$ cat config.mk
export PLATFORM = sky130hd
export DESIGN_NAME = bkg_port_scheduler
export DESIGN_NICKNAME = d
export VERILOG_FILES = /design/src/rtl/bkg_port_scheduler.sv
export SDC_FILE = /design/constraint.sdc
export NUM_CORES = 1
export LEC_CHECK = 0
export ABC_CLOCK_PERIOD_IN_PS = 5200
export CAP_MARGIN = 20
export CORE_ASPECT_RATIO = 0.8
export CORE_MARGIN = 2
export CORE_UTILIZATION = 25
export DETAILED_ROUTE_END_ITERATION = 10
export GPL_ROUTABILITY_DRIVEN = 0
export PLACE_DENSITY = 0.63
export SYNTH_ARGS = -nofsm -noshare
export SYNTH_HDL_FRONTEND = slang
export SYNTH_SLANG_ARGS = --single-unit
$ cat constraint.sdc
create_clock -name Clk -period 5.2 [get_ports Clk]
set_input_delay 1.04 -clock Clk [delete_from_list [all_inputs] [get_ports Clk]]
set_output_delay 1.04 -clock Clk [all_outputs]
set_load 0.05 [all_outputs]
$ cat src/rtl/bkg_port_scheduler.sv
// Background pixel RAM port scheduler: the display path has priority, and a
// host req/ack port uses the idle slots. Also maps screen coordinates to RAM addresses with vertical scroll.
module bkg_port_scheduler #(
  parameter int IMG_W   = 160,
  parameter int IMG_H   = 160,
  parameter int SHIFT_X = 2,
  parameter int SHIFT_Y = 2,
  parameter int ADDR_W  = 15,
  parameter int DATA_W  = 24
) (
  input  logic              Clk,
  input  logic              Reset,
  input  logic              pix_en,
  input  logic [9:0]        DrawX,
  input  logic [9:0]        DrawY,
  input  logic              frame_start,
  input  logic [7:0]        scroll_in,
  input  logic              scroll_load,
  input  logic              host_req,
  input  logic              host_we,
  input  logic [ADDR_W-1:0] host_addr,
  input  logic [DATA_W-1:0] host_wdata,
  output logic              host_ack,
  output logic [DATA_W-1:0] host_rdata,
  output logic [DATA_W-1:0] bkg_rgb,
  output logic              bkg_valid,
  output logic [ADDR_W-1:0] ram_read_address,
  output logic [ADDR_W-1:0] ram_write_address,
  output logic [DATA_W-1:0] ram_data_In,
  output logic              ram_we,
  input  logic [DATA_W-1:0] ram_data_Out
);

  localparam logic [10:0] LIM_X = 11'(IMG_W << SHIFT_X);
  localparam logic [10:0] LIM_Y = 11'(IMG_H << SHIFT_Y);

  typedef enum logic [1:0] {H_IDLE, H_ISSUE, H_WAIT, H_RESP} hstate_t;
  typedef enum logic [1:0] {TAG_NONE, TAG_DISP, TAG_HOST} tag_t;

  hstate_t           r_hstate;
  hstate_t           w_hstate_nxt;
  tag_t              r_tag1;
  tag_t              r_tag2;
  logic              r_host_we;
  logic [7:0]        r_scroll_active;
  logic [7:0]        r_scroll_pend;
  logic              w_disp_slot;
  logic              w_host_grant;
  logic [ADDR_W-1:0] w_col;
  logic [ADDR_W-1:0] w_row_raw;
  logic [ADDR_W-1:0] w_row;
  logic [ADDR_W-1:0] w_disp_addr;

  assign w_disp_slot = pix_en & ({1'b0, DrawX} < LIM_X) & ({1'b0, DrawY} < LIM_Y);

  // The scrolled row can exceed the image by less than one image height, so a single subtraction wraps it.
  assign w_col       = ADDR_W'(DrawX >> SHIFT_X);
  assign w_row_raw   = ADDR_W'(DrawY >> SHIFT_Y) + ADDR_W'(r_scroll_active);
  assign w_row       = (w_row_raw >= ADDR_W'(IMG_H)) ? (w_row_raw - ADDR_W'(IMG_H)) : w_row_raw;
  assign w_disp_addr = (w_row * ADDR_W'(IMG_W)) + w_col;

  // Host FSM state register.
  always_ff @(posedge Clk) begin
    if (Reset) begin
      r_hstate <= H_IDLE;
    end else begin
      r_hstate <= w_hstate_nxt;
    end
  end

  // Host FSM next state and grant; the host only gets slots the display leaves free.
  always_comb begin
    w_hstate_nxt = r_hstate;
    w_host_grant = 1'b0;
    case (r_hstate)
      H_IDLE: begin
        if (host_req && !w_disp_slot) begin
          w_host_grant = 1'b1;
          w_hstate_nxt = H_ISSUE;
        end else begin
          w_hstate_nxt = H_IDLE;
        end
      end
      H_ISSUE: w_hstate_nxt = H_WAIT;
      H_WAIT:  w_hstate_nxt = H_RESP;
      H_RESP:  w_hstate_nxt = H_IDLE;
      default: w_hstate_nxt = H_IDLE;
    endcase
  end

  // Scroll registers: a same-cycle load only reaches pend, so the active value switches one frame later.
  always_ff @(posedge Clk) begin
    if (Reset) begin
      r_scroll_active <= 8'd0;
      r_scroll_pend   <= 8'd0;
    end else begin
      if (frame_start) begin
        r_scroll_active <= r_scroll_pend;
      end
      if (scroll_load && (scroll_in < 8'(IMG_H))) begin
        r_scroll_pend <= scroll_in;
      end
    end
  end

  // RAM issue stage, tag pipeline and response registers.
  always_ff @(posedge Clk) begin
    if (Reset) begin
      ram_read_address  <= '0;
      ram_write_address <= '0;
      ram_data_In       <= '0;
      ram_we            <= 1'b0;
      r_tag1            <= TAG_NONE;
      r_tag2            <= TAG_NONE;
      r_host_we         <= 1'b0;
      bkg_valid         <= 1'b0;
      bkg_rgb           <= '0;
      host_ack          <= 1'b0;
      host_rdata        <= '0;
    end else begin
      ram_we <= w_host_grant & host_we;
      if (w_disp_slot) begin
        ram_read_address <= w_disp_addr;
      end else if (w_host_grant) begin
        ram_read_address <= host_addr;
      end
      if (w_host_grant && host_we) begin
        ram_write_address <= host_addr;
        ram_data_In       <= host_wdata;
      end
      if (w_host_grant) begin
        r_host_we <= host_we;
      end
      r_tag1    <= w_disp_slot ? TAG_DISP : (w_host_grant ? TAG_HOST : TAG_NONE);
      r_tag2    <= r_tag1;
      bkg_valid <= (r_tag2 == TAG_DISP);
      host_ack  <= (r_tag2 == TAG_HOST);
      if (r_tag2 == TAG_DISP) begin
        bkg_rgb <= ram_data_Out;
      end
      if ((r_tag2 == TAG_HOST) && !r_host_we) begin
        host_rdata <= ram_data_Out;
      end
    end
  end

endmodule

**Word-level counts from Yosys, hierarchy flattened**

Cells that the tools add are included.
Widths: inputs -> output; s select.

- $add $sub $neg: 3
- Multipliers: 1
- Order comparisons: 4
- Equality and inequality tests: 5
- Multiplexer cells: 9
- Bitwise logic cells: 3
- Reduce and logical (&&, ||, !) cells: 9

Operators with widths:

| operator | number |
|---|---|
| $mux 15 | 3 |
| $lt 10x10->1 const B | 2 |
| $add 15x8->15 | 1 |
| $mul 15x3->10 const B | 1 |
| $sub 9x8->10 const B | 1 |
| $add 8x8->9 | 1 |
| $ge 9x8->1 const B | 1 |
| $lt 8x8->1 const B | 1 |
| $pmux 2 s4 | 1 |
| $eq 2x2->1 const B | 3 |
| $eq 2x1->1 const B | 2 |
| $logic_and 1x1->1 | 4 |
| $mux 1 | 4 |
| $and 1x1->1 | 3 |
| $logic_not 1->1 | 2 |
| $logic_not 2->1 | 1 |
| $mux 2 | 1 |
| $reduce_bool 2->1 | 1 |
| $reduce_or 2->1 | 1 |

- Bits in registers: 128
- Logic and storage cells: 49

**Depth between registers and ports, before layout**

Gate-level depths: netlist of run 1.

- Word-level depth: 9
- Gate-level depth with buffers: 17
- Mapped depth without buffers: 17

**Worst setup path before layout of run 1**

OpenSTA, ideal clock, no wires.

- Path type: input to register
- From: in DrawY[2]
- To: reg ram_read_address[14]
- Setup time: 0.115 ns
- Arrival time: 4.807 ns
- Data required time: 5.085 ns
- Setup slack: 0.279 ns
- Cell stages on the path: 17
- Cell sequence: ha_1 > fa_1 > a21o_1 > a221oi_2 > xor2_1 > a2bb2oi_1 > or2_2 > xnor2_1 > ha_1 > ha_1 > nor2b_1 > nor3_1 > o21bai_1 > a21oi_1 > xnor3_1 > xor3_1 > o21a_1

- Longest elaborated chain between the ends: 7
- Elaborated cells between the ends (all ways): 14
- Those cells by class: add/sub (3); mul (1); order compare (2); mux (4); bitwise (1); reduce/logical (3)

Ends and longest elaborated chain:

| what | line | source |
|---|---|---|
| from (decl) | 15 | `input logic [9:0] DrawY,` |
| parallel branches: the longest is 7 deep, another holds $mul 15x3->10 | -- |  |
| to (signal assigned) | 123 | `ram_read_address <= w_disp_addr;` |
| to (signal assigned) | 125 | `ram_read_address <= host_addr;` |
| to (decl) | 27 | `output logic [ADDR_W-1:0] ram_read_address,` |

Several ways; the timed one is not identified.
A chain may end at the register's enable or synchronous reset.

**Worst setup path after layout of run 1**

Ends and elaborated chain as after synthesis.

==> results.md, run 1 <==
* Max Cap Viol at 0
* Crit-path max FO at 3
* Vias in the first global route at 5079
* Die span in y at 136 microns
* Lkg Pwr at 3.19 nW
* Commonest cells after routing, fill and taps aside: nand2_1, clkdlybuf4s50_1, dfxtp_1, a21oi_1, nor2_1
* Detailed placement HPWL at about 12 mm
* Core Rows at 48
* CTS tree: built
* RSZ-0062 raised after global routing: false
* Syn Inst Count at between 600 and 700
* Avg WL per Cell at 14.4 microns
* Post-layout util at 0.393
* Total Power at 3.00 mW
* Final #Nets at 994
* GRT overflow at 0
* Post-route setup TNS at 0 ns
* Slew HR at 0.304
* Antenna cells at 0
* CTS root buf: clkbuf_16
* Initial antenna violation count at 0
* Core ar. at 21500 sq um
* Worst-Margin Slew at approximately 1.0 ns
* Synth Register Bits at 128
* Vias at 5160
* Dpl cell area at between 7000 and 8000 sq um
* Mean Syn Cell Area at slightly above 8 sq um
* Status: complete, no violations
* Die Wd at 169 microns
* Total CTS buffers at 17
* Critical Path AT at 5.25 ns
* Maximum clock path buffer count at 2
* Port bufs at 198
* WP data required at roughly 5.5 ns
* Tot GR Track Use at 0.145
* Number of flops mapped to enable cells by yosys at 0
* Final hold violation count at 0
* Synth Area in Adders at 0.0729
* Max-slew violations at 0
* Crit end category: flop
* Main combinational cell family by area after synthesis: simple AND/OR/NAND/NOR gates
* XOR/XNOR Fraction of Synth Area at 0.0341
* Setup CP Type: input pin to flop
* Most common cell after layout, fill and taps aside: nand2_1
* Fmax at 203 MHz
* Synth Area in Compound Gates at 0.153
* Initial core utilization at 0.254
* Residual DRC at 0
* Layout area overhead at 54.5%
* Post-synthesis mux area share at 0.0312
* Sequential area share after synthesis at 0.469
* Synth cell types at 38
* Cts hold-fix bufs at 0
* Most used DFF post-synth: dfxtp_1
* Tmin final at approximately 4.9 ns
* Syn Nets at 791
* Hold WC Path Type: flop to flop
* Startpoint types: input pin
* Post-DRT Antenna Nets at 0
* Power Dens Cells at 355 nW/um^2
* DRT Pass-1 Iters at 6
* Initial DRC count at 251
* Die area at 23100 sq um
* First-pass GRT wire length at 26.2 mm
* Largest net degree at the start of global routing at 90
* Worst-path clk slew at 0.06 ns
* Post-route cell area at between 8000 and 9000 sq um
* Async set or reset register ratio after synthesis at 0
* Post-Route WL at 16.6 mm
* Setup violators final at 0
* Worst IR Drop VDD at ~0.13 mV
* Share of layout cells above drive strength 1 at 0.0796
* Sink Count at 128
* Ys Warns at 0
* I/O Pins at 203
* H-tree Lvls at 4
* Vias per cell at 4.47
* Worst skew pair latency at 0.42 ns
* Period Utilization, post-route at 0.949
* Synthesized area at about 5500 sq um
* Simple-gate area share of the yosys netlist at 0.205
* Setup Skew at 0.0109 ns
per-layer routing:
layer / up-vias / part of all wire / GRT usage / wire length (microns)
li1: 2634 / - / - / -
met1: 2360 / 0.46 / 0.181 / 7630
met2: 152 / 0.45 / 0.230 / 7480
met3: 14 / 0.079 / 0.0588 / 1310
met4: 0 / 0.011 / 0.0399 / 177
met5: - / 0 / 0 / 0
worst paths after layout:
check / start / end / slack (ns) / cells after the start
max: DrawY[2] / ram_read_address[14] / 0.26 / 18
max reg2reg: r_scroll_active[0] / ram_read_address[14] / 0.96 / 17
min reg2reg: r_tag1[0] / r_tag2[0] / 0.43 / 1
min: r_tag1[0] / r_tag2[0] / 0.43 / 1
flip-flops by register name, indices dropped and copies added, names as in the netlist, 8 cells and up:
| register | flops |
|---|---|
| ram_read_address | 15 |
| host_rdata | 24 |
| r_scroll_active | 8 |
| ram_write_address | 15 |
| bkg_rgb | 24 |
| ram_data_In | 24 |
| r_scroll_pend | 8 |
synth_stat cells (2+ instances only):
master / number / area, sq um
nand2_1: 200 / 751
dfxtp_1: 128 / 2560
a21oi_1: 102 / 510
clkbuf_1: 39 / 146
nor2_1: 35 / 131
ha_1: 27 / 338
mux2i_1: 17 / 170
nand3_1: 17 / 85.1
a311oi_1: 13 / 114
o21ai_0: 11 / 55.1
xnor2_1: 9 / 78.8
nor2b_1: 8 / 50.1
inv_1: 7 / 26.3
xor2_1: 7 / 61.3
a21o_1: 5 / 37.5
a211oi_1: 3 / 22.5
buf_1: 3 / 11.3
fa_1: 3 / 60.1
nand2b_1: 3 / 18.8
nor3_1: 3 / 15.0
a2bb2oi_1: 2 / 17.5
nand3b_1: 2 / 15.0
o21a_1: 2 / 15.0
o21bai_1: 2 / 15.0
or2_2: 2 / 12.5
report_power, final:
group	total, mW	switching [mW]	internal (mW)
registers	1.05	0.0247	1.03
clock network	1.17	0.450	0.716
logic	0.779	0.414	0.365
total	3.00	0.889	2.11
per-stage QoR:
stage                     std cells  setup slack, ns  hold slack [ns]
after detailed placement       1120           -0.297            0.428
after CTS                      1152            0.138            0.441
final                          1154            0.264            0.433
after floorplan                 663            0.279            0.414
after global placement         1120           -0.233            0.420
after global routing           1154           0.0270            0.461
final cells by class:
| type | instances | area [sq um] |
|---|---|---|
| fill | 2174 | 13100 |
| multi-input combinational | 486 | 2750 |
| sequential | 128 | 2560 |
| timing repair buffer | 226 | 2200 |
| clock buffer | 22 | 454 |
| tap | 275 | 344 |
| clock inverter | 10 | 111 |
| inverter | 7 | 26.3 |
kinds of logic (layout without fill, tap and decap cells):
logic type / after synthesis / count (layout)
mux: 17 / 17
xor+xnor: 18 / 18
compound gates: 145 / 145
fa+ha+maj: 30 / 30
simple gates: 276 / 276
buf+inv: 49 / 265
flops: 128 / 128
worst max-delay path: stages:
cell	delay (ns)
clkdlybuf4s50_1	0.41
ha_1	0.23
fa_1	0.40
a21o_1	0.20
a221oi_2	0.29
xor2_1	0.21
a2bb2oi_1	0.11
or2_4	0.26
xnor2_2	0.14
ha_1	0.28
ha_1	0.32
buf_4	0.15
a21oi_1	0.15
xnor2_1	0.15
and4b_1	0.25
nand3_1	0.12
xor3_1	0.37
o21a_1	0.17
what timing repair did:
action / 4_1_cts / 5_1_grt
setup endpoints to repair: 0 / 3
resized for setup: 0 / 5
setup buffers: 0 / 1
(Power assumes the default switching activity.)
==> run 2: changes to the inputs <==
CELL_PAD_IN_SITES_DETAIL_PLACEMENT = 1   (was not set)
CELL_PAD_IN_SITES_GLOBAL_PLACEMENT = 1   (was not set)
CORE_ASPECT_RATIO = 2   (was 0.8)
CORE_MARGIN = not set   (was 2)
PLACE_DENSITY = 0.79   (was 0.63)
==> results.md, run 2 (synthesized netlist as in run 1, its figures left out) <==
* FF+latch area at 2560 sq um (unchanged)
* I/O Pins at 203 (unchanged)
* Share of layout cells above drive strength 1 at 0.0866 (+0.00692)
* Worst-path clk slew at 0.05 ns (about the same)
* R2r startpoint: r_scroll_active[0]
* Critical-path cell list: clkdlybuf4s50_1, ha_1, fa_1, a21o_1, a221oi_2, xor2_1, a2bb2oi_1, or2_4, xnor2_4, ha_1, ha_1, nor2b_1, nor3_2, o21bai_1, a21oi_1, xnor3_1, xor3_1, o21a_1
* DRT Pass-1 Iters at 4 (-2)
* Period Utilization, post-route at 0.966 (+0.0163)
* Detailed placement HPWL at 13.7 mm (+18%)
* Setup violators final at 0 (unchanged)
* Fmax at 199 MHz (-1.7%)
* Int Power at 2.15 mW (+1.7%)
* Vias at 5352 (+3.7%)
* Die span in y at 211 microns (+55%)
* Worst IR Drop VDD at 0.185 mV (+45%)
* Post-layout util at 0.396 (+0.00362)
* Antenna cells at 0 (unchanged)
* Maximum clock path buffer count at 2 (unchanged)
* Lkg Pwr at 3.23 nW (+0.98%)
* Flop pwr share at 0.347 (-0.005)
* Final hold violation count at 0 (unchanged)
* Worst hold path stage count at 1 (unchanged)
* Hold WC Path Type: flop to flop
* Commonest cells after routing, fill and taps aside: nand2_1, clkdlybuf4s50_1, dfxtp_1, a21oi_1, nor2_1
* Post-place setup slack at -0.451 ns (-0.154 ns)
* GRT overflow at 0 (unchanged)
* Power Dens Cells at 358 nW/um^2 (+0.60%)
* Vias per cell at 4.65 (+4.0%)
* Tot GR Track Use at 0.169 (+0.0247)
* Post-DRT Antenna Nets at 0 (unchanged)
* Area occupied by multi-input gates at 2770 sq um (+1.0%)
* First-pass GRT wire length at 28.8 mm (+9.9%)
* Setup CP Type: input pin to flop
* Switching Power at 897 uW (+1.0%)
* CP most frequent cell: ha_1
* Crit-path max FO at 3 (unchanged)
* Most common cell after layout, fill and taps aside: nand2_1
* Post-Route WL at 18.8 mm (+13%)
* Fill cells at 2537 (+17%)
* H-tree Lvls at 4 (unchanged)
* CTS root buf: clkbuf_16
* Layout area overhead at 55.9%
* Sink Count at 128 (unchanged)
* Port bufs at 198 (unchanged)
* Final setup margin at 0.179 ns (-0.0850 ns)
* CTS tree: built
* Cells on worst reg2reg path at 17 (unchanged)
* Core ar. at 21500 sq um (about the same)
* WP data required at 5.51 ns (about the same)
* Die Wd at 107 microns (-37%)
* Combinational Power Share at 0.268 (+0.008)
* Vias in the first global route at 5695 (+12%)
* Total CTS buffers at 17 (unchanged)
* Worst skew pair latency at 0.42 ns (about the same)
* Tmin final at 5.02 ns (+0.0850 ns)
* Slowest CP cell: clkdlybuf4s50_1
* Hold Path Sink: r_tag2[0]
* Top Registers: bkg_rgb x24, host_rdata x24, ram_data_In x24
* Reg2reg setup slack at 0.87 ns (-0.09 ns)
* Largest net degree at the start of global routing at 86 (-4.4%)
* Avg WL per Cell at 16.3 microns (+13%)
* Max-slew violations at 0 (unchanged)
* RSZ-0062 raised after global routing: true
* Initial core utilization at 0.254 (about the same)
* Status: complete, no violations
* Slew HR at 0.377 (+0.0733)
* Residual DRC at 0 (unchanged)
* Initial DRC count at 170 (-32%)
* Cts hold-fix bufs at 0 (unchanged)
* Core Rows at 76 (+58%)
* Clk network pwr share at 0.385 (-0.004)
* Setup Skew at 0.00877 ns (-0.00213 ns)
* Crit path largest cell delay at 0.42 ns (about the same)
* Reg2reg end: ram_read_address[14]
* Worst-Margin Slew at 0.934 ns (-0.110 ns)
* Startpoint types: input pin
* Crit end category: flop
* Switch share at 0.295 (-0.00141)
* Max Cap Viol at 0 (unchanged)
* Die area at 22500 sq um (-2.5%)
* Final #Nets at 996 (+0.20%)
* Min-Delay Startpoint: r_tag1[0]
* Critical Path AT at 5.33 ns (+0.08 ns)
* Initial antenna violation count at 0 (unchanged)
==> run 2: changes by cell type in the layout (fill, tap and decap cells not counted), sizes merged <==
| cell | previous run | this run |
|---|---|---|
| buf | 29 | 31 |
| clkbuf | 22 | 23 |
| clkinv | 4 | 3 |
| clkinvlp | 3 | 1 |
| inv | 8 | 7 |
==> run 2: through the flow <==
step	total power, mW	hold WS (ns)	cell area, sq um	cells	setup TNS, ns
2_1_floorplan	1.54	0.414	5460	663	0
3_3_place_gp	1.84	0.418	7830	1116	-0.667
3_5_place_dp	1.86	0.430	7880	1119	-1.08
4_1_cts	3.06	0.443	8450	1148	0
5_1_grt	3.19	0.443	8510	1151	-0.0289
6_report	3.04	0.438	8510	1151	0
==> run 2: area by class of cell <==
cell class / count / area share
clock buffer: 23 / 0.0573
timing repair buffer: 228 / 0.263
clock inverter: 6 / 0.00970
multi-input combinational: 486 / 0.326
tap: 273 / 0.0401
inverter: 7 / 0.00309
sequential: 128 / 0.301
==> run 2: layer usage <==
layer,GRT usage,routed length (microns),share of wire,vias up
li1,-,-,-,2622
met1,0.162,7000,0.37,2547
met2,0.322,10200,0.55,137
met3,0.0342,521,0.028,46
met4,0.106,978,0.052,0
met5,0,0,0,-
==> run 2: critical path: cells and delay by family <==
kind,cells,cell delay [ns]
fa+ha+maj,4,1.21
compound gates,6,1.05
xor+xnor,4,1.02
simple gates,3,0.60
buf+inv,1,0.42
==> run 2: how the worst max path moves through the flow <==
| stage | from | to |
|---|---|---|
| 2_1_floorplan | DrawY[2] | ram_read_address[14] |
| 3_3_place_gp | DrawY[2] | ram_read_address[14] |
| 3_5_place_dp | DrawY[2] | ram_read_address[14] |
| 4_1_cts | DrawY[2] | ram_read_address[14] |
| 5_1_grt | DrawY[2] | ram_read_address[14] |
| 6_report | DrawY[2] | ram_read_address[14] |
==> run 2: timing repair <==
| action | 4_1_cts | 5_1_grt |
|---|---|---|
| buffers inserted | 0 | 3 |
| endpoints found under the setup margin | 1 | 3 |
| pin swaps | 0 | 6 |
| cloned | 0 | 0 |
| resized for setup | 1 | 9 |
==> run 2: power by group through the flow <==
stage,clock (mW),sequential (mW),combinational [mW]
finish,1.17,1.06,0.815
floorplan,0,1.21,0.327
global route,1.25,1.06,0.872
detailed placement,0,1.08,0.785
CTS,1.21,1.06,0.793
global placement,0,1.08,0.768
